`config.mk`:
```
export PLATFORM = sky130hd
export DESIGN_NAME = dot_product_engine
export DESIGN_NICKNAME = d
export VERILOG_FILES = /design/src/rtl/dot_product_engine.sv
export SDC_FILE = /design/constraint.sdc
export NUM_CORES = 1
export LEC_CHECK = 0
export CAP_MARGIN = 20
export CORE_ASPECT_RATIO = 0.5
export CORE_MARGIN = 10
export CORE_UTILIZATION = 65
export CTS_BUF_LIST = sky130_fd_sc_hd__clkbuf_8
export DETAILED_ROUTE_END_ITERATION = 8
export PLACE_DENSITY = 0.86
export SLEW_MARGIN = 20
export SYNTH_ARGS = -nofsm -noshare
export SYNTH_HDL_FRONTEND = slang
export SYNTH_SLANG_ARGS = --single-unit
```
`constraint.sdc`:
```
create_clock -name clk -period 12.7 [get_ports clk]
set_input_delay 3.175 -clock clk [delete_from_list [all_inputs] [get_ports clk]]
set_output_delay 3.175 -clock clk [all_outputs]
set_load 0.03 [all_outputs]
```
`src/rtl/dot_product_engine.sv`:
```
// Sequential dot-product engine: reads vectors A and B from a registered
// memory one element at a time, accumulates A*B, saturates the sum, and
// can write the result back to memory.
//
// Ports:
//   clk, rst       rising-edge clock, asynchronous active-high reset
//   start          launch request, honoured only when idle
//   signed_mode    two's-complement (1) or unsigned (0) operation
//   a_base,b_base  vector base addresses
//   wb_en,wb_addr  optional write-back of the result
//   mem_addr/mem_wr/mem_wdata/mem_rdata  memory port (1-cycle read latency)
//   busy, done     status; done is a one-cycle pulse
//   result         saturated dot product
//   overflow       set when saturation clamped the last result
module dot_product_engine #(
  parameter int DATA_W  = 8,
  parameter int ADDR_W  = 4,
  parameter int VEC_LEN = 4,
  parameter int OUT_W   = 8
) (
  input  logic              clk,
  input  logic              rst,
  input  logic              start,
  input  logic              signed_mode,
  input  logic [ADDR_W-1:0] a_base,
  input  logic [ADDR_W-1:0] b_base,
  input  logic              wb_en,
  input  logic [ADDR_W-1:0] wb_addr,
  output logic [ADDR_W-1:0] mem_addr,
  output logic              mem_wr,
  output logic [DATA_W-1:0] mem_wdata,
  input  logic [DATA_W-1:0] mem_rdata,
  output logic              busy,
  output logic              done,
  output logic [OUT_W-1:0]  result,
  output logic              overflow
);

  // Wide enough for VEC_LEN full-scale products in either mode.
  localparam int ACC_W = 2*DATA_W + $clog2(VEC_LEN) + 1;

  localparam logic [2:0] S_IDLE = 3'd0;
  localparam logic [2:0] S_RD_A = 3'd1;
  localparam logic [2:0] S_RD_B = 3'd2;
  localparam logic [2:0] S_MAC  = 3'd3;
  localparam logic [2:0] S_WB   = 3'd4;
  localparam logic [2:0] S_DONE = 3'd5;

  localparam logic [ADDR_W-1:0] LAST = ADDR_W'(VEC_LEN-1);

  localparam logic [ACC_W-1:0] ONE  = ACC_W'(1);
  localparam logic [ACC_W-1:0] UMAX = (ONE << OUT_W) - ONE;
  localparam logic [ACC_W-1:0] SMAX = (ONE << (OUT_W-1)) - ONE;
  localparam logic [ACC_W-1:0] SMIN = ~SMAX;

  logic [2:0]        state_q, state_d;
  logic [ADDR_W-1:0] i_q, i_d;
  logic [ACC_W-1:0]  acc_q, acc_d;
  logic [DATA_W-1:0] a_op_q, a_op_d;
  logic [OUT_W-1:0]  res_q, res_d;
  logic              ovf_q, ovf_d;

  logic              sm_q;
  logic [ADDR_W-1:0] a_base_q;
  logic [ADDR_W-1:0] b_base_q;
  logic              wb_en_q;
  logic [ADDR_W-1:0] wb_addr_q;
  logic              cap;

  logic [ACC_W-1:0]  a_ext, b_ext, prod;
  logic              hi_clip, lo_clip;
  logic [OUT_W-1:0]  res_sat;
  logic [DATA_W-1:0] wdat_sat;

  // Operand extension depends on the captured mode; the product is
  // taken modulo 2^ACC_W, which is exact for two's complement.
  assign a_ext = {{(ACC_W-DATA_W){sm_q & a_op_q[DATA_W-1]}}, a_op_q};
  assign b_ext = {{(ACC_W-DATA_W){sm_q & mem_rdata[DATA_W-1]}}, mem_rdata};
  assign prod  = a_ext * b_ext;

  always_comb begin
    hi_clip = 1'b0;
    lo_clip = 1'b0;
    if (sm_q) begin
      hi_clip = $signed(acc_q) > $signed(SMAX);
      lo_clip = $signed(acc_q) < $signed(SMIN);
    end else begin
      hi_clip = acc_q > UMAX;
    end
  end

  // Saturated value, narrowed to the result and memory widths; the
  // low bits of the full-width clamp already carry the extension.
  always_comb begin
    res_sat  = acc_q[OUT_W-1:0];
    wdat_sat = acc_q[DATA_W-1:0];
    if (hi_clip && sm_q) begin
      res_sat  = SMAX[OUT_W-1:0];
      wdat_sat = SMAX[DATA_W-1:0];
    end else if (hi_clip) begin
      res_sat  = UMAX[OUT_W-1:0];
      wdat_sat = UMAX[DATA_W-1:0];
    end else if (lo_clip) begin
      res_sat  = SMIN[OUT_W-1:0];
      wdat_sat = SMIN[DATA_W-1:0];
    end
  end

  always_comb begin
    state_d   = state_q;
    i_d       = i_q;
    acc_d     = acc_q;
    a_op_d    = a_op_q;
    res_d     = res_q;
    ovf_d     = ovf_q;
    cap       = 1'b0;
    mem_addr  = '0;
    mem_wr    = 1'b0;
    mem_wdata = '0;
    case (state_q)
      S_IDLE: begin
        if (start) begin
          cap     = 1'b1;
          acc_d   = '0;
          i_d     = '0;
          ovf_d   = 1'b0;
          state_d = S_RD_A;
        end
      end
      S_RD_A: begin
        mem_addr = a_base_q + i_q;
        state_d  = S_RD_B;
      end
      S_RD_B: begin
        mem_addr = b_base_q + i_q;
        a_op_d   = mem_rdata;
        state_d  = S_MAC;
      end
      S_MAC: begin
        acc_d = acc_q + prod;
        if (i_q == LAST) begin
          state_d = S_WB;
        end else begin
          i_d     = i_q + ADDR_W'(1);
          state_d = S_RD_A;
        end
      end
      S_WB: begin
        mem_addr  = wb_addr_q;
        mem_wr    = wb_en_q;
        mem_wdata = wdat_sat;
        res_d     = res_sat;
        ovf_d     = hi_clip | lo_clip;
        state_d   = S_DONE;
      end
      S_DONE: begin
        state_d = S_IDLE;
      end
      default: begin
        state_d = S_IDLE;
      end
    endcase
  end

  always_ff @(posedge clk or posedge rst) begin
    if (rst) begin
      state_q   <= S_IDLE;
      i_q       <= '0;
      acc_q     <= '0;
      a_op_q    <= '0;
      res_q     <= '0;
      ovf_q     <= 1'b0;
      sm_q      <= 1'b0;
      a_base_q  <= '0;
      b_base_q  <= '0;
      wb_en_q   <= 1'b0;
      wb_addr_q <= '0;
    end else begin
      state_q <= state_d;
      i_q     <= i_d;
      acc_q   <= acc_d;
      a_op_q  <= a_op_d;
      res_q   <= res_d;
      ovf_q   <= ovf_d;
      if (cap) begin
        sm_q      <= signed_mode;
        a_base_q  <= a_base;
        b_base_q  <= b_base;
        wb_en_q   <= wb_en;
        wb_addr_q <= wb_addr;
      end
    end
  end

  assign busy     = state_q != S_IDLE;
  assign done     = state_q == S_DONE;
  assign result   = res_q;
  assign overflow = ovf_q;

endmodule

```
==> results.py <==
metrics = {
    "yosys": {
        "ys_seq_elements": 57,
        "synthFlopType": "dfrtp_1",
        "syn-instance-count": 662,
        "ys_seq_area_share_pct": 22.5,
        "synth_area_per_cell_sq_um": 9.58,
        "yosysWarnings": 0,
        "synth_edf_count": 0,
        "ys_types": 54,
        "async_flop_share_pct": 100,
        "synth_nets": 819,
        "netlist_area_sq_um": 6340,
    },
    "routing": {
        "drc": 0,
        "drt-total-wl_mm": 14.3,
        "vias_per_cell": 5.71,
        "dr.first_iter.drc_count": 360,
        "drtAntennaViolNets": 0,
        "firstDrtPassIters": 5,
        "wl_per_cell_um": 17.1,
        "routed-via-count": 4788,
    },
    "timing": {
        "relSlewSlack_pct": 45.7,
        "rsz0062_at_grt": "no",
        "tns_ns": 0,
        "fin_crit_sh_pct": 78.8,
        "tightestPinTransition_ns": 0.814,
        "setup_ws_ns": 2.69,
        "fmax_mhz": 99.9,
        "fin_skew_ns": 0.00753,
        "setup_viol": 0,
        "period_needed_ns": 10.01,
        "finalHoldViolations": 0,
        "drv_slew": 0,
    },
    "floorplanning": {
        "dieArea_sq_um": 14300,
        "fp-row-count": 25,
        "initial_utilization_pct": 66.9,
        "core_sq_um": 9480,
        "die_w_um": 160,
        "ios": 49,
        "fp.dieH_um": 89.8,
    },
    "clocking": {
        "clk_path_buf_depth": 2,
        "cts-resized-gates": 0,
        "clk_latency_ns": 0.34,
        "numCtsBuffers": 9,
        "path_clk_slew_ns": 0.07,
        "cts-root-buf": "clkbuf_8",
        "htree_levels": 3,
        "post-cts-setup-buffers": 0,
        "cts_hold_buffers": 0,
        "clock_sinks": 57,
        "cts_tree": "done",
    },
    "worst_setup_path": {
        "crit_type": "in2reg",
        "worstPathRequired_ns": 12.93,
        "cp.arrival_ns": 10.24,
        "r2r_start": "sm_q",
        "startpoint": "mem_rdata[7]",
        "critPathCaptureType": "flop",
        "crit_fanout": 11,
        "start_kind": "input port",
    },
    "layout": {
        "seq_area_sq_um": 1430,
        "drive_gt1_share_pct": 8.11,
        "syn_to_final_growth_pct": 12.3,
        "n_antenna_cell": 0,
        "nets": 855,
        "n_fill_cell": 647,
        "multi_input_area_sq_um": 4500,
        "layout.cells.non_filler": 838,
    },
    "place": {
        "dp_hpwl_mm": 11.1,
        "post-place-cells": 822,
        "port_buffers": 48,
        "pre_cts_slack_ns": 2.41,
        "gp_congestion": 0.925,
    },
    "min_path": {
        "hp-start": "result[5]",
        "hold_path_class": "reg2reg",
    },
    "flow_run": {
        "drv_cap": 0,
    },
    "grt": {
        "grt_pass1_wl_mm": 24.9,
        "grt.total_usage_pct": 20.7,
        "gr-total-overflow": 0,
        "grt_antenna_before_repair": 0,
        "grt_max_degree": 58,
        "grt_pass1_vias": 5045,
    },
    "status": {
        "status": "complete, no violations",
    },
}
-- cells in the final DEF, fill, tap and decap left out, types with 3 or more instances in the layout --
cell | netlist | final
o21bai_1 | 8 | 8
nor3_1 | 4 | 4
or4_1 | 4 | 4
nand2b_1 | 3 | 3
clkbuf_8 | 0 | 9
xnor2_1 | 26 | 26
o21ai_1 | 10 | 10
and2_1 | 40 | 40
ha_1 | 60 | 60
a31oi_1 | 3 | 3
a21oi_1 | 34 | 34
clkdlybuf4s50_1 | 0 | 48
nand3_1 | 7 | 7
nor2b_1 | 4 | 4
dfrtp_1 | 57 | 57
o22ai_1 | 4 | 4
a21o_1 | 19 | 19
fa_1 | 72 | 72
and3_1 | 5 | 5
o21ai_0 | 18 | 18
or2_2 | 3 | 3
nand2_1 | 62 | 62
nor2_1 | 24 | 24
a22o_1 | 5 | 5
inv_1 | 91 | 91
nand4_1 | 5 | 5
mux2_2 | 25 | 25
xor2_1 | 13 | 13
or3_1 | 3 | 3
-- Yosys cell counts, drive strengths merged (3+ instances only) --
master / count / share of area, %
inv: 91 / 5.4
fa: 72 / 23
nand2: 62 / 3.7
ha: 60 / 12
dfrtp: 57 / 22
and2: 41 / 4.0
a21oi: 34 / 2.7
o21ai: 28 / 2.2
nor2: 27 / 1.8
xnor2: 26 / 3.6
mux2: 25 / 4.4
a21o: 19 / 2.2
clkbuf: 19 / 1.1
xor2: 13 / 1.8
o21bai: 8 / 0.95
nand3: 7 / 0.55
a22o: 5 / 0.69
and3: 5 / 0.49
buf: 5 / 0.37
nand4: 5 / 0.49
nor3: 5 / 0.47
nor2b: 4 / 0.39
o22ai: 4 / 0.39
or4: 4 / 0.47
a31oi: 3 / 0.30
nand2b: 3 / 0.30
or2: 3 / 0.30
or3: 3 / 0.30
-- kinds of logic (layout without fill, tap and decap cells) --
kind of cell | after synthesis | in the layout | share of synthesized area, %
XOR/XNOR | 39 | 39 | 5.39
buffers and inverters | 115 | 156 | 6.89
flip-flops | 57 | 57 | 22.5
AO/OA/AOI/OAI | 117 | 117 | 11.8
adder cells (fa/ha/maj) | 132 | 132 | 34.6
multiplexers | 26 | 26 | 4.60
AND/OR/NAND/NOR | 176 | 176 | 14.3
-- flip-flops by register name (all words and copies together), names as in the netlist --
name       flops
a_base_q       4
a_op_q         8
acc_q         19
b_base_q       4
i_q            4
overflow       1
result         8
sm_q           1
state_q        3
wb_addr_q      4
wb_en_q        1
-- critical path: stages --
cell             delay (ns)
clkdlybuf4s50_1        0.67
nand2_1                0.30
or2_2                  0.38
fa_1                   0.51
fa_1                   0.55
inv_1                  0.06
fa_1                   0.51
fa_1                   0.54
inv_1                  0.06
fa_1                   0.54
inv_1                  0.06
ha_1                   0.34
o21ai_0                0.38
o21ai_1                0.15
nand3_1                0.12
a31oi_1                0.10
xnor2_1                0.30
ha_1                   0.34
nand4_1                0.14
nor2_1                 0.06
a2111oi_0              0.37
nand2_1                0.11
xnor2_1                0.27
nor3_2                 0.05
o21bai_1               0.16
-- cell type report --
cell class / instances / share of cell area [%]
tap: 135 / 2.37
clock inverter: 7 / 1.00
inverter: 91 / 4.80
multi-input combinational: 490 / 63.2
sequential: 57 / 20.0
clock buffer: 9 / 1.74
timing repair buffer: 49 / 6.85
-- worst paths after layout --
path / end / slack, ns / depth (start not counted)
worst max-delay path: acc_q[18] / 2.69 / 25
worst min-delay path: result[5] / 0.48 / 1
worst max register to register: acc_q[18] / 5.57 / 24
worst min register to register: result[5] / 0.48 / 1
max in group asynchronous: acc_q[3] / 8.86 / 3
min in group asynchronous: b_base_q[1] / 3.36 / 3
-- metal layers --
layer | global-route usage, % | share of wire, %
met1 | 27.0 | 45
met5 | 0 | 0
met4 | 4.60 | 1.4
met3 | 6.46 | 7.8
met2 | 33.1 | 46
-- through the flow --
step / hold slack [ns] / utilization (%) / instance area (sq um)
floorplan: 0.472 / - / 6340
global placement: 0.459 / 72.9 / 6910
detailed placement: 0.465 / 72.9 / 6910
CTS: 0.480 / 75.0 / 7110
global route: 0.492 / 75.1 / 7120
finish: 0.479 / 75.1 / 7120
Power is not shown: default switching activity piles up to over one toggle a cycle in this logic, so the estimate is an artifact.
